File: config.mk
export PLATFORM = sky130hd
export DESIGN_NAME = stage3_seq
export DESIGN_NICKNAME = d
export VERILOG_FILES = /design/src/rtl/stage3_seq.sv
export SDC_FILE = /design/constraint.sdc
export NUM_CORES = 1
export LEC_CHECK = 0
export ABC_AREA = 1
export BUFFER_PORTS_ARGS = -buffer_cell sky130_fd_sc_hd__buf_2
export CAP_MARGIN = 20
export CORE_MARGIN = 3
export CORE_UTILIZATION = 33
export CTS_CLUSTER_SIZE = 20
export DETAILED_ROUTE_END_ITERATION = 7
export PLACE_DENSITY = 0.59
export SLEW_MARGIN = 25
export SYNTH_ARGS = -nofsm -noshare
export SYNTH_HDL_FRONTEND = slang
export SYNTH_SLANG_ARGS = --single-unit
File: constraint.sdc
create_clock -name clk -period 1.8 [get_ports clk]
set_input_delay 0.18 -clock clk [delete_from_list [all_inputs] [get_ports clk]]
set_output_delay 0.18 -clock clk [all_outputs]
set_load 0.1 [all_outputs]
File: src/rtl/stage3_seq.sv
// Registered writeback/branch stage: performs the side effect of one decoded
// instruction per handshake, owns power/boot state and counts retirements.
module stage3_seq #(
  parameter int                    ADDR_WIDTH = 16,
  parameter int                    DATA_WIDTH = 32,
  parameter int                    DEV_WIDTH  = 8,
  parameter logic [ADDR_WIDTH-1:0] BOOT_ORG   = 16'h0044,
  parameter int                    PC_STEP    = 4,
  parameter int                    CNT_WIDTH  = 16
) (
  input  logic                  clk,
  input  logic                  reset,
  input  logic                  in_valid,
  output logic                  in_ready,
  input  logic [2:0]            mblock_s3,
  input  logic [DATA_WIDTH-1:0] vrw_value,
  input  logic [DATA_WIDTH-1:0] vw_value,
  input  logic [DEV_WIDTH-1:0]  vrw_source,
  input  logic [ADDR_WIDTH-1:0] pc,
  input  logic                  flag_last_zero,
  input  logic                  reset_button,
  input  logic                  exec_ram_set,
  output logic [ADDR_WIDTH-1:0] ram_address,
  output logic [DATA_WIDTH-1:0] ram_in,
  output logic                  ram_is_write,
  input  logic                  ram_ack,
  output logic [DEV_WIDTH-1:0]  output_devices_address,
  output logic [DATA_WIDTH-1:0] output_devices_value,
  output logic                  output_is_write,
  output logic [ADDR_WIDTH-1:0] pc_next,
  output logic                  pc_valid,
  output logic                  is_powered_on,
  output logic                  execute_from_ram,
  output logic [CNT_WIDTH-1:0]  retired_count
);

  typedef enum logic [1:0] {S_OFF, S_RUN, S_RAM_WAIT} state_t;

  state_t                state_q;
  logic [ADDR_WIDTH-1:0] pc_next_q, pc_cap_q, ram_address_q;
  logic [DATA_WIDTH-1:0] ram_in_q, out_value_q;
  logic [DEV_WIDTH-1:0]  out_addr_q;
  logic                  pc_valid_q, ram_is_write_q, out_write_q, exec_ram_q;
  logic [CNT_WIDTH-1:0]  retired_q;

  logic [ADDR_WIDTH-1:0] pc_step_d, jump_tgt_d;
  logic                  unused_bits;

  assign pc_step_d  = pc + ADDR_WIDTH'(PC_STEP);
  assign jump_tgt_d = vw_value[ADDR_WIDTH-1:0];
  // Only the low address bits of the operands are meaningful for PC/RAM use.
  assign unused_bits = ^{vrw_value, vw_value};

  always_ff @(posedge clk) begin
    if (reset) begin
      state_q        <= S_OFF;
      pc_next_q      <= '0;
      pc_cap_q       <= '0;
      pc_valid_q     <= 1'b0;
      ram_address_q  <= '0;
      ram_in_q       <= '0;
      ram_is_write_q <= 1'b0;
      out_addr_q     <= '0;
      out_value_q    <= '0;
      out_write_q    <= 1'b0;
      exec_ram_q     <= 1'b0;
      retired_q      <= '0;
    end else begin
      pc_valid_q  <= 1'b0;
      out_write_q <= 1'b0;
      if (reset_button) begin
        // Boot wins over everything, including a pending RAM write.
        state_q        <= S_RUN;
        pc_next_q      <= BOOT_ORG;
        pc_valid_q     <= 1'b1;
        exec_ram_q     <= 1'b0;
        ram_is_write_q <= 1'b0;
      end else begin
        if (exec_ram_set) exec_ram_q <= 1'b1;
        case (state_q)
          S_OFF: ;
          S_RUN: begin
            if (in_valid) begin
              case (mblock_s3)
                3'd0: begin
                  pc_next_q  <= pc_step_d;
                  pc_valid_q <= 1'b1;
                  retired_q  <= retired_q + 1'b1;
                end
                3'd1, 3'd3: begin
                  ram_address_q  <= (mblock_s3 == 3'd1) ? ADDR_WIDTH'(vrw_source)
                                                        : vrw_value[ADDR_WIDTH-1:0];
                  ram_in_q       <= vw_value;
                  ram_is_write_q <= 1'b1;
                  pc_cap_q       <= pc;
                  state_q        <= S_RAM_WAIT;
                end
                3'd2: begin
                  out_addr_q  <= vrw_source;
                  out_value_q <= vw_value;
                  out_write_q <= 1'b1;
                  pc_next_q   <= pc_step_d;
                  pc_valid_q  <= 1'b1;
                  retired_q   <= retired_q + 1'b1;
                end
                3'd4: begin
                  pc_next_q  <= jump_tgt_d;
                  pc_valid_q <= 1'b1;
                  retired_q  <= retired_q + 1'b1;
                end
                3'd5, 3'd6: begin
                  pc_next_q  <= ((mblock_s3 == 3'd5) == flag_last_zero) ? jump_tgt_d
                                                                        : pc_step_d;
                  pc_valid_q <= 1'b1;
                  retired_q  <= retired_q + 1'b1;
                end
                3'd7: begin
                  state_q   <= S_OFF;
                  retired_q <= retired_q + 1'b1;
                end
              endcase
            end
          end
          S_RAM_WAIT: begin
            if (ram_is_write_q && ram_ack) begin
              ram_is_write_q <= 1'b0;
              pc_next_q      <= pc_cap_q + ADDR_WIDTH'(PC_STEP);
              pc_valid_q     <= 1'b1;
              retired_q      <= retired_q + 1'b1;
              state_q        <= S_RUN;
            end
          end
          default: state_q <= S_OFF;
        endcase
      end
    end
  end

  assign in_ready               = (state_q == S_RUN);
  assign is_powered_on          = (state_q != S_OFF);
  assign ram_address            = ram_address_q;
  assign ram_in                 = ram_in_q;
  assign ram_is_write           = ram_is_write_q;
  assign output_devices_address = out_addr_q;
  assign output_devices_value   = out_value_q;
  assign output_is_write        = out_write_q;
  assign pc_next                = pc_next_q;
  assign pc_valid               = pc_valid_q;
  assign execute_from_ram       = exec_ram_q;
  assign retired_count          = retired_q;

endmodule

==> results of run 1 <==
[power by group through the flow]
stage	Combinational, µW	Sequential [µW]	Clock (µW)
floorplan	485	3780	0
global placement	1270	3330	0
detailed placement	1270	3330	0
CTS	1270	3260	3480
global route	1460	3270	3630
finish	1360	3270	3400
[flip-flops by register name, summed over array words and instances (netlist names)]
name and cells:
pc_valid 1, pc_cap_q 16, execute_from_ram 1, retired_count 16, output_devices_value 32, pc_next 16
state_q 2, ram_in 32, output_is_write 1, ram_is_write 1, ram_address 16, output_devices_address 8
[layout make-up]
cell class | instances | share of cell area
sequential | 142 | 0.342
clock buffer | 18 | 0.0512
timing repair buffer | 235 | 0.167
multi-input combinational | 621 | 0.354
inverter | 76 | 0.0351
tap | 234 | 0.0349
clock inverter | 14 | 0.0161
[placed cells by master (no fill, tap or decap), types with 12 or more instances in the layout]
master / Yosys / layout
nor2_1: 165 / 165
dfxtp_2: 0 / 15
buf_4: 7 / 16
a21oi_1: 83 / 82
clkbuf_16: 0 / 19
dfxtp_1: 142 / 127
o21ai_1: 9 / 12
inv_1: 69 / 66
nand3_1: 42 / 42
buf_2: 8 / 207
nand2_1: 113 / 113
o21ai_0: 137 / 134
[how the worst max path moves through the flow]
stage,startpoint,endpoint
final,state_q[1],is_powered_on
after detailed placement,state_q[0],pc_next[5]
after global placement,state_q[0],pc_next[15]
after CTS,state_q[0],is_powered_on
after global routing,state_q[1],ram_in[3]
after floorplan,state_q[1],ram_in[13]
[what timing repair did]
item / 4_1_cts / 5_1_grt
gates resized for setup: 0 / 13
hold buffers: 1 / 0
setup endpoints to repair: 0 / 36
endpoints found under the hold margin: 1 / 0
setup buffers: 0 / 5
[cell families after synthesis]
family | after synthesis
adder cells (fa/ha/maj) | 7
flip-flops | 142
AND/OR/NAND/NOR | 356
buffers and inverters | 123
AO/OA/AOI/OAI | 246
XOR/XNOR | 12
[metal layers]
metal  up-vias  wire, µm  track usage
met5         -        13            0
met4         2       261       0.0466
met3        19      1350       0.0602
met2       189      9510        0.299
met1      2984      9370        0.252
li1       3331         -            -
[worst max-delay path: cells and delay by family (launching register included)]
family	cells	cell delay, ns
buffers and inverters	3	0.60
DFF	1	0.36
adders and majority gates	1	0.18
[metrics by stage]
step                cells  instance area (µm²)  hold slack (ns)  utilization  TNS, ns
finish               1340                 8380           0.0204        0.446        0
global route         1340                 8380           0.0232        0.446  -0.0961
CTS                  1333                 8230          0.00879        0.439        0
detailed placement   1300                 7660            0.403        0.408        0
global placement     1300                 7660            0.400        0.408        0
floorplan             886                 6350            0.309            -    -6.20
==> results.md, run 1 <==
- Vias: 6525
- Fin crit share: 0.968
- Cell Pwr Density: 958 mW/mm²
- Vias/cell: 4.87
- Worst Max-Slew Pin Slew: 0.636 ns
- Tmin final: 1.74 ns
- H-tree depth: 4
- Endpoint type of the worst setup path: output port
- Area of the multi-input gates: 0.00297 mm²
- Reg2Reg Capture Point: output_devices_value[30]
- CTS Root Cell: clkbuf_16
- Most used DFF post-synth: dfxtp_1
- Largest net degree at the start of global routing: 63
- I/O Buffers: 207
- Flops & latches, synth: 142
- Area grow syn2layout: 32.4%
- Final #Nets: 1198
- Required @ worst endpoint: 1.62 ns
- Number of diodes: 0
- Clk Latency, worst-skew pair: 0.42 ns
- Slew Limit Fails: 0
- Post-DP HPWL: 14800 µm
- Post-synth EDFFs: 0
- WHS Endpoint: ram_in[31]
- Std-Cell Rows: 50
- Logic pwr share: 0.169
- Syn Nets: 991
- Dominant cells by area after synthesis: dfxtp_1 45%, o21ai_0 11%, nor2_1 9.8%
- Drt wl/cell: 15.3 µm
- Post-Syn Area: 0.00633 mm²
- Die height: 144 µm
- Final WS setup: 0.0572 ns
- Initial antenna violation count: 1
- Status: complete, no violations
- Reg-to-Reg Start: state_q[1]
- Longest Clk Path Bufs: 2
- Yosys cell types: 32
- First-pass GRT wire length: 31100 µm
- Main combinational cell family by area after synthesis: simple AND/OR/NAND/NOR gates
- CP arrival: 1.56 ns
- DRT antenna net count: 0
- Reg2reg setup slack: 0.12 ns
- Adder-cell share of the synthesized area: 0.0138
- Worst Path Max Fanout: 3
- Hold Crit Class: primary input to flip-flop
- Total gr overflow: 0
- FILL cells: 1955
- Max_slew headroom: 0.574
- # DRC: 0
- Max Clk Rate: 574 MHz
- Int Pwr: 5510 µW
- Max stage delay cell, worst path: buf_2
- Register area share after synthesis: 0.449
- Total power: 8030 µW
- Peak VDD IR: 0.586 mV
- DIE AREA: 0.0209 mm²
- Unrepaired setup endpoints after global routing: yes
- Clock share of power: 0.424
- Clk pin slew, worst setup/hold paths: 0.06 ns
- Mean Syn Cell Area: 7.14 µm²
- Post-synthesis cell count: 886
- Pre-Repair DR Iteration Count: 5
- CTS sink cnt: 142
- Switch Pwr: 2520 µW
- Max stage delay on crit path: 0.43 ns
- Critical path startpoint category: flip-flop
- Post-synth top cells: 165 x nor2_1, 142 x dfxtp_1, 137 x o21ai_0
- Critical path type: flip-flop to output port
- Die extent in x: 144 µm
- Ys Warns: 0
- Reg2Reg Depth: 8
- Gpl congestion: 0.911
- Max-cap violations: 0
- Sequential power share: 0.407
- Synth Area in XOR/XNOR: 0.0166
- Number of buffers created by CTS: 17
- Final setup violation count: 0
- Synth Area in Compound Gates: 0.201
- Yosys top cell area share: 0.449
- Initial drt markers: 380
- Crit-path cells: inv_1, ha_4, clkinvlp_4, buf_2
- Count leader, synth: nor2_1
- Share of cells above drive strength 1: 0.278
- Initial core utilization: 0.337
- Hold Path Stages: 3
- Core box area: 0.0188 mm²
- Seq. cell area: 0.00286 mm²
- P_leak: 0.00377 µW
- Hold wc startpoint: vw_value[31]
- Final hold vios: 0
- DP Worst Slack: 0.0858 ns
- Sw Ratio: 0.314
- Simple-Gate Fraction of Synth Area: 0.234
- Asr flop ratio synth: 0
- Worst Clk Skew: 0.00984 ns
- WL final: 20500 µm
- Tot GR Track Use: 0.189
- Vias in the first global route: 5835
- Mux cell area share after synthesis: 0
- CTS tree: yes
- I/O pin cnt: 224
- Largest area contributor in the netlist: dfxtp_1
(Power assumes the default switching activity.)
==> run 2, diff against run 1 <==
==> constraint.sdc (replaced) <==
create_clock -name clk -period 1.9 [get_ports clk]
set_input_delay 0.19 -clock clk [delete_from_list [all_inputs] [get_ports clk]]
set_output_delay 0.19 -clock clk [all_outputs]
set_load 0.1 [all_outputs]
==> run 2 against run 1 <==
  * Critical path depth did not move
  * Sequential cell count did not move
  * Largest cell class unchanged
  * Critical path type unchanged
  * Combinational power down 10%
  * Sequential power down 6%
  * Die area did not move
  * First-iteration DRC count grew 6.1%
  * Via count down 1.3%
  * Global-route usage decreased by 0.052 points
==> results.md, run 2 (synthesis gave the netlist of run 1 again) <==
- Most common cell after layout, fill and taps aside: buf_2 (unchanged)
- Hold Crit Class: primary input to flip-flop (unchanged)
- WL final: 19700 µm (was 20500 µm)
- Die extent in x: 144 µm (unchanged)
- Slew Limit Fails: 0 (unchanged)
- Peak VDD IR: 0.608 mV (was 0.586 mV)
- H-tree depth: 4 (unchanged)
- Area grow syn2layout: 30.7% (was 32.4%)
- Post-DP HPWL: 14400 µm (was 14800 µm)
- Initial core utilization: 0.337 (unchanged)
- Finished Layout Cells: 1330 (was 1340)
- First-pass GRT wire length: 30900 µm (was 31100 µm)
- Number of diodes: 0 (unchanged)
- Hold WS: 0.0365 ns (was 0.0204 ns)
- Cell Pwr Density: 924 mW/mm² (was 958 mW/mm²)
- P_leak: 0.00374 µW (was 0.00377 µW)
- Core Util, Final: 0.440 (was 0.446)
- Placed cells: 1297 (was 1300)
- Tmin final: 1.76 ns
- FILL cells: 1960 (was 1955)
- Fin crit share: 0.926
- Initial antenna violation count: 0 (was 1)
- Longest Clk Path Bufs: 2 (unchanged)
- Drt wl/cell: 14.8 µm (was 15.3 µm)
- CTS Root Cell: clkbuf_16 (unchanged)
- Total power: 7640 µW (was 8030 µW)
- Critical path type: flip-flop to output port (unchanged)
- Setup TNS Final: 0 ns (unchanged)
- Final hold vios: 0 (unchanged)
- Status: complete, no violations (unchanged)
- DRT antenna net count: 0 (unchanged)
- CTS sink cnt: 142 (unchanged)
- Reg2Reg Depth: 11 (was 8)
- Number of buffers created by CTS: 17 (unchanged)
- # DRC: 0 (unchanged)
- Max_slew headroom: 0.652 (was 0.574)
- Initial drt markers: 403 (was 380)
- Clk pin slew, worst setup/hold paths: 0.06 ns (about the same)
- Critical path startpoint category: flip-flop (unchanged)
- Max Clk Rate: 569 MHz
- Required @ worst endpoint: 1.71 ns (was 1.62 ns)
- Hold Path Stages: 3 (unchanged)
- CP arrival: 1.57 ns (was 1.56 ns)
- Crit-path cells: inv_1, ha_1, clkinvlp_4, buf_2 (was inv_1, ha_4, clkinvlp_4, buf_2)
- I/O Buffers: 207 (unchanged)
- Max stage delay cell, worst path: buf_2 (unchanged)
- Vias in the first global route: 5906 (was 5835)
- Worst Max-Slew Pin Slew: 0.526 ns (was 0.636 ns)
- Total gr overflow: 0 (unchanged)
- CTS tree: yes (unchanged)
- Std-Cell Rows: 50 (unchanged)
- Share of cells above drive strength 1: 0.265 (was 0.278)
- Tot GR Track Use: 0.189 (about the same)
- Pre-Repair DR Iteration Count: 5 (unchanged)
- Most frequent cells in the layout: 207 x buf_2, 165 x nor2_1, 137 x o21ai_0, 133 x dfxtp_1, 113 x nand2_1 (was 207 x buf_2, 165 x nor2_1, 134 x o21ai_0, 127 x dfxtp_1, 113 x nand2_1)
- Max-cap violations: 0 (unchanged)
- Final #Nets: 1189 (was 1198)
- Endpoint type of the worst setup path: output port (unchanged)
- Reg2reg setup slack: 0.21 ns (was 0.12 ns)
- Gpl congestion: 0.935 (was 0.911)
- Die height: 144 µm (unchanged)
- Vias/cell: 4.84 (was 4.87)
- Worst Clk Skew: 0.0103 ns (was 0.00984 ns)
- Unrepaired setup endpoints after global routing: no (was yes)
- Core box area: 0.0188 mm² (unchanged)
- Largest net degree at the start of global routing: 68 (was 63)
- Vias: 6440 (was 6525)
- DIE AREA: 0.0209 mm² (unchanged)
- Clk Latency, worst-skew pair: 0.42 ns (about the same)
- Worst Path Max Fanout: 3 (unchanged)
- I/O pin cnt: 224 (unchanged)
- Max stage delay on crit path: 0.42 ns (was 0.43 ns)
- Final setup violation count: 0 (unchanged)
## run 2: worst max-delay path: cells and delay by family, from the launching register on
family / cells / cell delay (ns)
buf+inv: 3 / 0.58
flops: 1 / 0.35
fa+ha+maj: 1 / 0.21
## run 2: worst paths after layout
path,to,from
setup / recovery,is_powered_on,state_q[1]
hold / removal,ram_in[25],vw_value[25]
setup reg to reg,pc_next[15],state_q[0]
hold reg to reg,pc_next[7],pc_next[7]
## run 2: cell type report
type	count	area, µm²	share of cell area
flip-flops and latches	142	2850	0.345
clock inverters	11	133	0.0160
clock buffers	20	457	0.0553
repair buffers	226	1280	0.155
well taps	234	293	0.0354
multi-input cells	621	2960	0.358
inverters	76	289	0.0350
## run 2: report_power, final
part | switching, µW | internal [µW]
registers | 42.8 | 3050
logic | 921 | 300
clock network | 1310 | 2010
## run 2: metrics by stage
stage	setup WS [ns]	instance area (µm²)
2_1_floorplan	0.00796	6350
3_3_place_gp	0.137	7650
3_5_place_dp	0.113	7650
4_1_cts	0.0673	8250
5_1_grt	0.0171	8270
6_report	0.141	8270
## run 2: metal layers
| metal | global-route usage | share of wire | wire length, µm | vias up |
|---|---|---|---|---|
| met2 | 0.299 | 0.46 | 9140 | 210 |
| met5 | 0 | 0 | 0 | - |
| li1 | - | - | - | 3318 |
| met4 | 0.0574 | 0.017 | 334 | 0 |
| met3 | 0.0579 | 0.074 | 1470 | 20 |
| met1 | 0.248 | 0.44 | 8760 | 2892 |
## run 2: what timing repair did
item,4_1_cts,5_1_grt
buffers inserted,0,1
endpoints found under the hold margin,1,0
resized for setup,0,3
hold buffers,1,0
endpoints found under the setup margin,0,38
==> run 3, diff against run 2 <==
--- a/config.mk
+++ b/config.mk
@@ -10,8 +10,9 @@
 export CAP_MARGIN = 20
 export CORE_MARGIN = 3
 export CORE_UTILIZATION = 33
-export CTS_CLUSTER_SIZE = 20
+export CTS_CLUSTER_SIZE = 24
 export DETAILED_ROUTE_END_ITERATION = 7
+export GPL_TIMING_DRIVEN = 0
 export PLACE_DENSITY = 0.59
 export SLEW_MARGIN = 25
 export SYNTH_ARGS = -nofsm -noshare
==> run 3 against run 2 <==
  * Count of clock-buffer cells in the layout decreased by 2
  * Total power increased by 0.77%
  * Sequential power about the same
  * Largest cell class unchanged
  * Register-to-register slack got worse by 0.13 ns
==> results.md, run 3 (synthesis gave the netlist of run 1 again) <==
- Hold Crit Class: primary input to flip-flop (unchanged)
- Final WS setup: 0.0813 ns (was 0.141 ns)
- Required @ worst endpoint: 2.20 ns (was 1.71 ns)
- Clk pin slew, worst setup/hold paths: 0.07 ns (was 0.06 ns)
- Unrepaired setup endpoints after global routing: no (unchanged)
- Number of buffers created by CTS: 17 (unchanged)
- CTS tree: yes (unchanged)
- Std-Cell Rows: 50 (unchanged)
- Initial drt markers: 308 (was 403)
- Cell Pwr Density: 927 mW/mm² (was 924 mW/mm²)
- FILL cells: 1998 (was 1960)
- Post-DP HPWL: 17000 µm (was 14400 µm)
- Logic pwr share: 0.163 (was 0.160)
- DRT antenna net count: 0 (unchanged)
- Sw Ratio: 0.311 (was 0.298)
- Share of cells above drive strength 1: 0.268 (was 0.265)
- # DRC: 0 (unchanged)
- Pre-Repair DR Iteration Count: 7 (was 5)
- Area grow syn2layout: 31.2% (was 30.7%)
- Reg2Reg Capture Point: ram_address[3] (was pc_next[15])
- Vias in the first global route: 6238 (was 5906)
- Final setup violation count: 0 (unchanged)
- Die extent in x: 144 µm (unchanged)
- Hold wc startpoint: vw_value[27] (was vw_value[25])
- Vias: 6732 (was 6440)
- WHS Endpoint: ram_in[27] (was ram_in[25])
- Setup TNS Final: 0 ns (unchanged)
- Drt wl/cell: 16.2 µm (was 14.8 µm)
- Hold WS: 0.0342 ns (was 0.0365 ns)
- Total power: 7700 µW (was 7640 µW)
- Final hold vios: 0 (unchanged)
- Longest Clk Path Bufs: 2 (unchanged)
- Reg-to-Reg Start: state_q[1] (was state_q[0])
- Endpoint type of the worst setup path: flip-flop (was output port)
- Crit-path cells: inv_1, ha_4, nand2_1, nor2_2, nand2_2, inv_2, buf_6, buf_2, a21oi_1 (was inv_1, ha_1, clkinvlp_4, buf_2)
- Core box area: 0.0188 mm² (unchanged)
- Int Pwr: 5310 µW (was 5360 µW)
- I/O Buffers: 205 (was 207)
- Gpl congestion: 0.952 (was 0.935)
- Most frequent cells in the layout: 213 x buf_2, 164 x nor2_1, 135 x o21ai_0, 132 x dfxtp_1, 113 x nand2_1 (was 207 x buf_2, 165 x nor2_1, 137 x o21ai_0, 133 x dfxtp_1, 113 x nand2_1)
- DIE AREA: 0.0209 mm² (unchanged)
- Max stage delay on crit path: 0.33 ns (was 0.42 ns)
- P_leak: 0.00377 µW (was 0.00374 µW)
- Die height: 144 µm (unchanged)
- Slew Limit Fails: 0 (unchanged)
- I/O pin cnt: 224 (unchanged)
- Clk Latency, worst-skew pair: 0.42 ns (about the same)
- Vias/cell: 4.95 (was 4.84)
- Clock share of power: 0.435 (about the same)
- Tot GR Track Use: 0.208 (was 0.189)
- CTS Root Cell: clkbuf_16 (unchanged)
- H-tree depth: 4 (unchanged)
- Fin crit share: 0.957 (was 0.926)
- CP arrival: 2.11 ns (was 1.57 ns)
- Initial core utilization: 0.337 (unchanged)
- Max-cap violations: 0 (unchanged)
- Tmin final: 1.82 ns (was 1.76 ns)
- Final #Nets: 1218 (was 1189)
- Max Clk Rate: 550 MHz (was 569 MHz)
- Critical path type: flip-flop to flip-flop (was flip-flop to output port)
- Total gr overflow: 0 (unchanged)
- Max stage delay cell, worst path: dfxtp_2 (was buf_2)
- First-pass GRT wire length: 33700 µm (was 30900 µm)
- Reg2reg setup slack: 0.08 ns (was 0.21 ns)
- Max_slew headroom: 0.611 (was 0.652)
- Worst Clk Skew: 0.00630 ns (was 0.0103 ns)
- Hold Path Stages: 3 (unchanged)
- Peak VDD IR: 0.626 mV (was 0.608 mV)
- CTS sink cnt: 142 (unchanged)
- WL final: 22000 µm (was 19700 µm)
- Sequential power share: 0.402 (was 0.405)
- Switch Pwr: 2390 µW (was 2270 µW)
- Critical path startpoint category: flip-flop (unchanged)
- Most common cell after layout, fill and taps aside: buf_2 (unchanged)
- Worst Max-Slew Pin Slew: 0.583 ns (was 0.526 ns)
- Reg2Reg Depth: 9 (was 11)
- Largest net degree at the start of global routing: 17 (was 68)
- Status: complete, no violations (unchanged)
- Worst Path Max Fanout: 10 (was 3)
- Number of diodes: 0 (unchanged)
- Initial antenna violation count: 0 (unchanged)
- DP Worst Slack: -0.204 ns (was 0.113 ns)
run 3: repair_timing:
item | in CTS | in global routing
gates resized for setup | 2 | 16
buffers inserted | 0 | 2
setup endpoints to repair | 14 | 32
hold endpoints to repair | 1 | 0
pin swaps | 0 | 2
hold buffers | 1 | 0
run 3: layout make-up:
cell class,count,area (µm²),area share
Timing Repair Buffer,208,1050,0.127
Buffer,47,267,0.0321
Multi-Input combinational cell,621,2960,0.357
Sequential cell,142,2860,0.344
Clock buffer,18,429,0.0517
Clock inverter,14,158,0.0190
Tap cell,234,293,0.0353
Inverter,76,289,0.0348
run 3: per-layer routing:
metal	GRT usage	vias to the layer above	share of wire
li1	-	3375	-
met1	0.287	3105	0.47
met2	0.322	222	0.45
met3	0.0513	30	0.065
met4	0.0668	0	0.020
met5	0	-	0
run 3: worst max path at each step:
stage / startpoint / to / depth (start not counted)
after floorplan: retired_count[6] / retired_count[13] / 7
after global placement: state_q[0] / pc_next[6] / 8
after detailed placement: state_q[0] / pc_next[6] / 8
after CTS: state_q[0] / pc_next[6] / 8
after global routing: state_q[1] / ram_address[5] / 9
final: state_q[1] / ram_address[3] / 9
run 3: critical path, delay by kind of cell (launching register included):
kind            cells  cell delay [ns]
flops               1             0.33
compound gates      1             0.11
fa+ha+maj           1             0.18
simple gates        3             0.41
buf+inv             4             0.65
run 3: power groups by stage:
stage | logic [µW] | clock network (µW) | registers (µW)
detailed placement | 1230 | 0 | 3160
finish | 1260 | 3350 | 3090
global route | 1350 | 3560 | 3100
global placement | 1230 | 0 | 3160
CTS | 1240 | 3420 | 3090
floorplan | 464 | 0 | 3580
run 3: stage by stage:
| stage | std cells | util | instance area [µm²] |
|---|---|---|---|
| finish | 1360 | 0.442 | 8300 |
| floorplan | 886 | - | 6350 |
| global placement | 1325 | 0.409 | 7670 |
| detailed placement | 1325 | 0.409 | 7670 |
| CTS | 1358 | 0.441 | 8270 |
| global route | 1360 | 0.442 | 8300 |
